<file path="src/rtl/muldiv_pkg.sv">
// muldiv_pkg: shared encodings for the multiply/divide unit.
// Signed MULT/DIV support is controlled by the MULDIV_SIGNED_EN macro (see muldiv_unit).
package muldiv_pkg;

   // Operation select, as decoded from the instruction.
   typedef enum logic [1:0] {
      OP_MULTU = 2'b00,
      OP_MULT  = 2'b01,
      OP_DIVU  = 2'b10,
      OP_DIV   = 2'b11
   } op_t;

   // Sequencer states.
   typedef enum logic [1:0] {
      ST_IDLE = 2'd0,
      ST_CALC = 2'd1,
      ST_FIX  = 2'd2
   } state_t;

   // Widest HI/LO supported by the constant below.
   localparam int MAX_WIDTH = 64;

   // LO value committed on divide-by-zero (all ones, truncated to WIDTH by the user).
   localparam logic [MAX_WIDTH-1:0] DIV0_LO = '1;

   // True for both divide encodings.
   function automatic logic is_div_op(input op_t o);
      return (o == OP_DIVU) || (o == OP_DIV);
   endfunction

endpackage

</file>
<file path="src/rtl/muldiv_iter.sv">
// muldiv_iter: one combinational iteration of the shift-add multiplier or the
// restoring divider. The accumulator layout is {upper, lower}:
//   multiply: upper = partial product, lower = remaining multiplier bits
//   divide:   upper = partial remainder, lower = dividend bits / quotient bits
module muldiv_iter
   import muldiv_pkg::*;
#(
   parameter int WIDTH = 32
) (
   input  op_t                  op,
   input  logic [2*WIDTH-1:0]   acc,
   input  logic [WIDTH-1:0]     operand,
   output logic [2*WIDTH-1:0]   acc_next,
   output logic                 q_bit
);

   logic [WIDTH:0] mul_sum;
   logic [WIDTH:0] rem_shift;
   logic [WIDTH:0] rem_diff;

   // Single iteration: add-and-shift for multiply, trial subtract for divide.
   always_comb begin
      mul_sum   = {1'b0, acc[2*WIDTH-1:WIDTH]} + (acc[0] ? {1'b0, operand} : '0);
      // Remainder shifted left with the next dividend bit brought in.
      rem_shift = acc[2*WIDTH-1:WIDTH-1];
      rem_diff  = rem_shift - {1'b0, operand};
      // No borrow out of the trial subtraction means the divisor fits.
      q_bit     = ~rem_diff[WIDTH];
      if (is_div_op(op)) begin
         acc_next = {(q_bit ? rem_diff[WIDTH-1:0] : rem_shift[WIDTH-1:0]),
                     acc[WIDTH-2:0], q_bit};
      end else begin
         // The carry of the add becomes the new top bit as everything shifts right.
         acc_next = {mul_sum, acc[WIDTH-1:1]};
      end
   end

endmodule

</file>
<file path="src/rtl/muldiv_unit.sv">
// muldiv_unit: multicycle MULT/MULTU/DIV/DIVU with HI/LO registers.
// Start at edge N; HI/LO commit and done pulses after edge N+WIDTH+1.
// Build option: define MULDIV_SIGNED_EN to make MULT/DIV signed; without it
// op[0] has no effect and both behave as their unsigned forms.
module muldiv_unit
   import muldiv_pkg::*;
#(
   parameter int WIDTH = 32,
   parameter int CNT_W = 6
) (
   input  logic             clk,
   input  logic             reset,
   input  logic             start,
   input  logic [1:0]       op,
   input  logic [WIDTH-1:0] a,
   input  logic [WIDTH-1:0] b,
   input  logic             mthi,
   input  logic             mtlo,
   input  logic [WIDTH-1:0] wd,
   output logic             busy,
   output logic             done,
   output logic [WIDTH-1:0] hi,
   output logic [WIDTH-1:0] lo
);

   localparam logic [CNT_W-1:0] LAST_ITER = CNT_W'(WIDTH - 1);

   state_t               state;
   op_t                  op_reg;
   logic [2*WIDTH-1:0]   acc;
   logic [WIDTH-1:0]     operand;
   logic [CNT_W-1:0]     count;
   logic                 div_zero;

   logic [WIDTH-1:0]     a_mag;
   logic [WIDTH-1:0]     b_mag;
   logic [2*WIDTH-1:0]   acc_next;
   logic                 q_bit;
   logic [2*WIDTH-1:0]   prod_fix;
   logic [WIDTH-1:0]     quo_fix;
   logic [WIDTH-1:0]     rem_fix;

`ifdef MULDIV_SIGNED_EN
   logic                 sign_a;
   logic                 sign_b;
   logic                 neg_a;
   logic                 neg_b;

   // Signed ops work on magnitudes; the sign is reapplied in FIX.
   always_comb begin
      neg_a = op[0] & a[WIDTH-1];
      neg_b = op[0] & b[WIDTH-1];
      a_mag = neg_a ? -a : a;
      b_mag = neg_b ? -b : b;
   end

   // Sign correction of the finished magnitude result.
   always_comb begin
      prod_fix = (sign_a ^ sign_b) ? -acc : acc;
      quo_fix  = (sign_a ^ sign_b) ? -acc[WIDTH-1:0] : acc[WIDTH-1:0];
      rem_fix  = sign_a ? -acc[2*WIDTH-1:WIDTH] : acc[2*WIDTH-1:WIDTH];
   end
`else
   // Unsigned-only build: operands and results pass straight through.
   always_comb begin
      a_mag    = a;
      b_mag    = b;
      prod_fix = acc;
      quo_fix  = acc[WIDTH-1:0];
      rem_fix  = acc[2*WIDTH-1:WIDTH];
   end
`endif

   assign busy = (state != ST_IDLE);

   muldiv_iter #(
      .WIDTH   (WIDTH)
   ) u_iter (
      .op       (op_reg),
      .acc      (acc),
      .operand  (operand),
      .acc_next (acc_next),
      .q_bit    (q_bit)
   );

   // Sequencer, datapath registers and HI/LO.
   always_ff @(posedge clk or posedge reset) begin
      if (reset) begin
         state    <= ST_IDLE;
         op_reg   <= OP_MULTU;
         acc      <= '0;
         operand  <= '0;
         count    <= '0;
         div_zero <= 1'b0;
         hi       <= '0;
         lo       <= '0;
         done     <= 1'b0;
`ifdef MULDIV_SIGNED_EN
         sign_a   <= 1'b0;
         sign_b   <= 1'b0;
`endif
      end else begin
         done <= 1'b0;
         case (state)
            ST_IDLE: begin
               if (start) begin
                  // An accepted start takes priority over any MT write.
                  op_reg   <= op_t'(op);
                  div_zero <= (b == '0);
                  count    <= '0;
                  if (op[1]) begin
                     acc     <= {{WIDTH{1'b0}}, a_mag};
                     operand <= b_mag;
                  end else begin
                     acc     <= {{WIDTH{1'b0}}, b_mag};
                     operand <= a_mag;
                  end
`ifdef MULDIV_SIGNED_EN
                  sign_a   <= neg_a;
                  sign_b   <= neg_b;
`endif
                  state    <= ST_CALC;
               end else begin
                  if (mthi) hi <= wd;
                  if (mtlo) lo <= wd;
               end
            end
            ST_CALC: begin
               if (is_div_op(op_reg)) begin
                  acc <= {acc_next[2*WIDTH-1:1], q_bit};
               end else begin
                  acc <= acc_next;
               end
               count <= count + 1'b1;
               if (count == LAST_ITER) state <= ST_FIX;
            end
            ST_FIX: begin
               if (is_div_op(op_reg)) begin
                  // On divide-by-zero the remainder path already holds the
                  // dividend magnitude, so the usual remainder fixup gives back a.
                  lo <= div_zero ? DIV0_LO[WIDTH-1:0] : quo_fix;
                  hi <= rem_fix;
               end else begin
                  {hi, lo} <= prod_fix;
               end
               done  <= 1'b1;
               state <= ST_IDLE;
            end
            default: state <= ST_IDLE;
         endcase
      end
   end

endmodule

</file>
<file path="config.mk">
export PLATFORM = sky130hd
export DESIGN_NAME = muldiv_unit
export DESIGN_NICKNAME = d
export VERILOG_FILES = /design/src/rtl/muldiv_pkg.sv /design/src/rtl/muldiv_iter.sv /design/src/rtl/muldiv_unit.sv
export SDC_FILE = /design/constraint.sdc
export NUM_CORES = 1
export LEC_CHECK = 0
export CAP_MARGIN = 20
export CELL_PAD_IN_SITES_DETAIL_PLACEMENT = 1
export CELL_PAD_IN_SITES_GLOBAL_PLACEMENT = 1
export CORE_MARGIN = 2
export CORE_UTILIZATION = 39
export CTS_BUF_LIST = sky130_fd_sc_hd__clkbuf_16
export CTS_CLUSTER_DIAMETER = 100
export CTS_CLUSTER_SIZE = 14
export DETAILED_ROUTE_END_ITERATION = 8
export PLACE_DENSITY_LB_ADDON = 0.08
export SLEW_MARGIN = 20
export SYNTH_ARGS = -nofsm -noshare
export SYNTH_HDL_FRONTEND = slang
export SYNTH_HIERARCHICAL = 1
export SYNTH_SLANG_ARGS = --single-unit
</file>
<file path="constraint.sdc">
create_clock -name clk -period 7.31 [get_ports clk]
set_clock_uncertainty 0.15 [all_clocks]
set_input_delay 2.193 -clock clk [delete_from_list [all_inputs] [get_ports clk]]
set_output_delay 2.193 -clock clk [all_outputs]
set_load 0.1 [all_outputs]
</file>
==> results of run 1 <==
## per-stage QoR
step	utilization, %	cell area (sq um)	cells	setup WS (ns)
after floorplan	-	12900	1456	0.335
after global placement	45.3	14700	1986	2.77
after detailed placement	45.3	14700	1986	2.73
after CTS	47.0	15300	2018	2.48
after global routing	47.0	15300	2018	2.44
final	47.0	15300	2019	2.50
## worst min-delay path by stage
stage / from / slack [ns] / cells past startpoint / end
4_1_cts: count[2] / 0.36 / 1 / count[2]
6_report: count[5] / 0.35 / 1 / state[1]
3_5_place_dp: count[2] / 0.35 / 1 / count[2]
2_1_floorplan: count[5] / 0.30 / 1 / state[1]
5_1_grt: count[5] / 0.37 / 1 / state[1]
3_3_place_gp: count[5] / 0.32 / 1 / state[1]
## metal layers
layer | up-vias | part of all wire, % | global-route usage, %
met5 | - | 0.063 | 0
met3 | 24 | 4.6 | 4.81
met1 | 5602 | 52 | 40.0
li1 | 5432 | - | -
met4 | 4 | 0.81 | 4.63
met2 | 216 | 42 | 36.9
## worst max-delay path: stages (launching register included)
cell                              delay [ns]
sky130_fd_sc_hd__dfrtp_1                0.67
sky130_fd_sc_hd__or2_2                  0.21
sky130_fd_sc_hd__clkdlybuf4s50_1        1.13
## final cells by class
class,count,share of cell area (%)
multi-input combinational,1132,51.7
inverter,61,1.53
tap,442,3.62
sequential,171,28.0
clock inverter,15,0.818
clock buffer,17,2.78
antenna,1,0.0164
timing repair buffer,180,11.6
==> Flow_metrics.wiki, run 1 <==
{| class="wikitable"
! Metric !! Value
|-
| # fillers || 3853
|-
| R2r startpoint || acc[31]
|-
| Number of global-route vias before repair || 11600
|-
| CTS root buffer || sky130_fd_sc_hd__clkbuf_16
|-
| Chip width || 186 um
|-
| # rows || 66
|-
| Worst path required time || 4.97 ns
|-
| Post-route DRC || 0
|-
| Achievable Freq || about 210 MHz
|-
| Arrival time of the worst setup path || 2.47 ns
|-
| Height of the die || 186 um
|-
| First-pass iteration count of the detailed router || 5
|-
| Count of hold buffers inserted by post-cts repair || 0
|-
| Clock tree from TritonCTS || done
|-
| Fin crit period || 4.81 ns
|-
| Antenna violations before repair || 2
|-
| Final setup viols || 0
|-
| Endpoint kind of the worst setup timing path || primary output
|-
| Routability cong. || 0.843
|-
| Fraction of final layout cells with drive strength greater than 1 || 9.01%
|-
| GRT Resource Usage Total || approximately a quarter
|-
| Maximum number of pins on one net before global-route repair || 89
|-
| Flip-flop count of the largest register, all copies and words added || 64
|-
| Register with the most flip-flops || acc
|-
| Reg-to-reg setup timing slack || between 2 and 3 ns
|-
| Yosys synthesis warning count || 6
|-
| Setup Buffers After CTS || 0
|-
| Sink Count || 171
|-
| WL final || ~43000 um
|-
| Dpl hpwl || 32000 um
|-
| Die Outline Area || ~35000 sq um
|-
| Via count normalized by instance count || 5.59
|-
| Commonest cells after routing, fill and taps aside || sky130_fd_sc_hd__nand2_1, sky130_fd_sc_hd__dfrtp_1, sky130_fd_sc_hd__clkdlybuf4s50_1
|-
| Min Hold Slack || 0.347 ns
|-
| Starting density of the core || about two fifths
|-
| First-pass GRT wire length || slightly below 70000 um
|-
| Deepest clock path buffer count || 2
|-
| Clk_lat worst skew || about 0.45 ns
|-
| Mean routed wirelength per cell || 21.3 um
|-
| Max-slew violations || 0
|-
| Clock-pin slew reported for the worst setup and hold paths after clock tree synthesis || ~0.07 ns
|-
| Multi-input gate area || 7900 sq um
|-
| Final ANT Viol Nets || 0
|-
| Relative slew slack || 29.1%
|-
| Summed negative setup slack over all endpoints || 0 ns
|-
| Most common library cell in the layout ignoring fill and taps || sky130_fd_sc_hd__nand2_1
|-
| Maximum Capacitance Violations || 0
|-
| Number of primary I/O pins || 169
|-
| Total number of nets in the final design || 1733
|-
| Hold Vio Cnt, Final || 0
|-
| Cells after Synth || 1456
|-
| DR vias || between 10000 and 15000
|-
| Worst setup path startpoint || state[1]
|-
| Initial detailed-routing violation count || 612
|-
| Measured slew at the worst slew-check pin || 1.06 ns
|-
| Synthesized area per cell || 8.85 sq um
|-
| Capture point of the worst path || busy
|-
| Number of CTS-inserted buffers || 17
|-
| Post-Syn Area || 12900 sq um
|-
| Register-to-Register Path Depth || 14
|-
| Remaining global-route overflow || 0
|-
| Setup repair after global routing missed its margin || false
|-
| Syn nets || 1626
|-
| Result of the run || finished, final reports clean
|-
| Number of port buffers || ~170
|-
| H-Tree Level Count || 4
|-
| Storage cell area || about 4300 sq um
|-
| CP Max Fanout || 9
|-
| Crit Path Category || reg -> out
|-
| Startpoint types || register
|-
| Number of cells upsized or downsized after cts || 0
|-
| Final period util || about two thirds
|-
| Worst R2R End || acc[47]
|-
| Core outline area || roughly 33000 sq um
|-
| Worst hold path type || reg -> reg
|-
| Area Growth Syn to Fin || 18.7%
|}
Power of run 1 is not shown: default switching activity piles up to over one toggle a cycle in this logic, so the estimate is an artifact.
==> run 2: changes to the inputs <==
==> constraint.sdc (replaced) <==
create_clock -name clk -period 3.85 [get_ports clk]
set_clock_uncertainty 0.15 [all_clocks]
set_input_delay 1.155 -clock clk [delete_from_list [all_inputs] [get_ports clk]]
set_output_delay 1.155 -clock clk [all_outputs]
set_load 0.1 [all_outputs]
==> Flow_metrics.wiki, run 2 (synthesized netlist as in run 1, its figures left out) <==
{| class="wikitable"
! Metric !! Value
|-
| Maximum Capacitance Violations || 0 (unchanged)
|-
| WL final || 44500 um (+3.4%)
|-
| CP Max Fanout || 7 (-2)
|-
| Deepest clock path buffer count || 2 (unchanged)
|-
| Crit Path Category || reg -> reg
|-
| Crit-path slowest cell || sky130_fd_sc_hd__dfrtp_1
|-
| Mean routed wirelength per cell || 21.6 um (+1.2%)
|-
| Setup Buffers After CTS || 0 (unchanged)
|-
| Final period util || a little over nine tenths
|-
| Reg-to-reg setup timing slack || 0.20 ns (-2.63 ns)
|-
| Result of the run || finished, final reports clean
|-
| Relative slew slack || 37.1% (+7.9 points)
|-
| Chip width || 186 um (unchanged)
|-
| Register with the most flip-flops || acc
|-
| Count of hold buffers inserted by post-cts repair || 0 (unchanged)
|-
| Commonest cells after routing, fill and taps aside || sky130_fd_sc_hd__nand2_1, sky130_fd_sc_hd__dfrtp_1, sky130_fd_sc_hd__buf_4
|-
| Final Non-Filler Cells || 2063 (+2.2%)
|-
| Area Growth Syn to Fin || 20.8%
|-
| Most common library cell in the layout ignoring fill and taps || sky130_fd_sc_hd__nand2_1
|-
| Worst hold path type || reg -> reg
|-
| Measured slew at the worst slew-check pin || 0.944 ns (-0.116 ns)
|-
| Maximum number of pins on one net before global-route repair || 137 (+54%)
|-
| # rows || 66 (unchanged)
|-
| Clock tree from TritonCTS || done
|-
| Flip-flop count of the largest register, all copies and words added || 64 (unchanged)
|-
| Final setup viols || 0 (unchanged)
|-
| Hold Vio Cnt, Final || 0 (unchanged)
|-
| Setup repair after global routing missed its margin || false
|-
| CTS root buffer || sky130_fd_sc_hd__clkbuf_16
|-
| Number of port buffers || 167 (unchanged)
|-
| Achievable Freq || 274 MHz
|-
| Total number of nets in the final design || 1777 (+2.5%)
|-
| Starting density of the core || 39.6% (unchanged)
|-
| DR vias || 11500 (+1.7%)
|-
| Initial detailed-routing violation count || 637 (+4.1%)
|-
| Largest delay contributor family on the critical path || compound AO/OA/AOI/OAI gates
|-
| Antenna violations before repair || 1 (-1)
|-
| Max-slew violations || 0 (unchanged)
|-
| Critical path buffer and inverter count || 2 (+1)
|-
| Height of the die || 186 um (unchanged)
|-
| Clk_lat worst skew || 0.45 ns (about the same)
|-
| Dpl hpwl || 33100 um (+3.4%)
|-
| Register-to-Register Path Depth || 15 (+1)
|-
| Number of primary I/O pins || 169 (unchanged)
|-
| DP Cell Count || 2030 (+2.2%)
|-
| Depth of the worst hold-timing path || 1 (unchanged)
|-
| Summed negative setup slack over all endpoints || 0 ns (unchanged)
|-
| Fin crit period || 3.65 ns
|-
| Post-route DRC || 0 (unchanged)
|-
| Min-Delay Endpoint || count[2]
|-
| Worst path required time || 4.04 ns (-0.93 ns)
|-
| Remaining global-route overflow || 0 (unchanged)
|-
| Startpoint of the worst hold path || count[2]
|-
| R2r startpoint || acc[0]
|-
| Cells along the critical path || buf_4 > and2_1 > ha_1 > a21o_1 > or3_1 > o2111ai_1 > nand3_1 > a31oi_1 > buf_4 > o31a_1 > a21oi_1 > or3_1 > o311a_1 > nand2_1 > nand2_1
|-
| Core outline area || 32500 sq um (unchanged)
|-
| First-pass iteration count of the detailed router || 5 (unchanged)
|-
| H-Tree Level Count || 4 (unchanged)
|-
| Die Outline Area || 34500 sq um (unchanged)
|-
| Via count normalized by instance count || 5.56 (-0.48%)
|-
| Routability cong. || 0.846 (+0.33%)
|-
| Sink Count || 171 (unchanged)
|-
| GRT Resource Usage Total || 26.3% (+0.58 points)
|-
| Worst R2R End || acc[60]
|-
| Number of CTS-inserted buffers || 17 (unchanged)
|-
| Number of global-route vias before repair || 11700 (+1.2%)
|-
| Clock-pin slew reported for the worst setup and hold paths after clock tree synthesis || 0.07 ns (about the same)
|-
| Fraction of final layout cells with drive strength greater than 1 || 15.4% (+6.4 points)
|-
| First-pass GRT wire length || 69200 um (+1.5%)
|-
| Final ANT Viol Nets || 0 (unchanged)
|-
| Arrival time of the worst setup path || 3.84 ns (+1.37 ns)
|-
| Delay of the slowest cell on the worst path || 0.44 ns (-0.69 ns)
|-
| Endpoint kind of the worst setup timing path || register
|-
| Startpoint types || register
|}
## run 2: worst max path at each step
stage / cells after the start / slack, ns / to / start
global route: 15 / 0.01 / acc[0] / acc[31]
global placement: 16 / 0.18 / acc[53] / acc[31]
finish: 15 / 0.20 / acc[60] / acc[0]
detailed placement: 16 / 0.11 / acc[53] / acc[31]
floorplan: 1 / 0.36 / acc[0] / reset
CTS: 16 / 0.10 / acc[53] / acc[31]
## run 2: final cells by class
class / count / area (sq um)
Timing Repair Buffer: 224 / 2020
Antenna cell: 1 / 2.50
Fill cell: 3865 / 17000
Tap cell: 442 / 553
Clock buffer: 17 / 425
Clock inverter: 15 / 136
Sequential cell: 171 / 4280
Multi-Input combinational cell: 1132 / 7910
Inverter: 61 / 233
## run 2: per-stage QoR
| stage | setup WS [ns] | hold WS (ns) | instance area [sq um] | util, % |
|---|---|---|---|---|
| after global routing | 0.0112 | 0.376 | 15600 | 47.8 |
| after floorplan | 0.362 | 0.302 | 12900 | - |
| after CTS | 0.103 | 0.357 | 15500 | 47.8 |
| final | 0.198 | 0.353 | 15600 | 47.8 |
| after global placement | 0.175 | 0.332 | 15000 | 46.1 |
| after detailed placement | 0.112 | 0.340 | 15000 | 46.1 |
## run 2: layer usage
metal,GRT usage [%],vias to the layer above,wire (um)
met1,39.9,5736,22800
met4,5.42,0,506
met2,39.1,196,19500
met3,4.30,30,1740
met5,0,-,0
li1,-,5507,-
## run 2: what timing repair did
item	CTS	global route
setup endpoints to repair	0	19
endpoints found under the hold margin	0	0
resized for setup	0	2
## run 2: worst reg2reg max path, delay by kind of cell, from the launching register on
| family | cells | cell delay, ns |
|---|---|---|
| AO/OA/AOI/OAI | 6 | 1.17 |
| flip-flops | 1 | 0.44 |
| adder cells (fa/ha/maj) | 1 | 0.34 |
| buffers and inverters | 2 | 0.35 |
| AND/OR/NAND/NOR | 6 | 1.10 |
Power of run 2 is left out for the same reason.
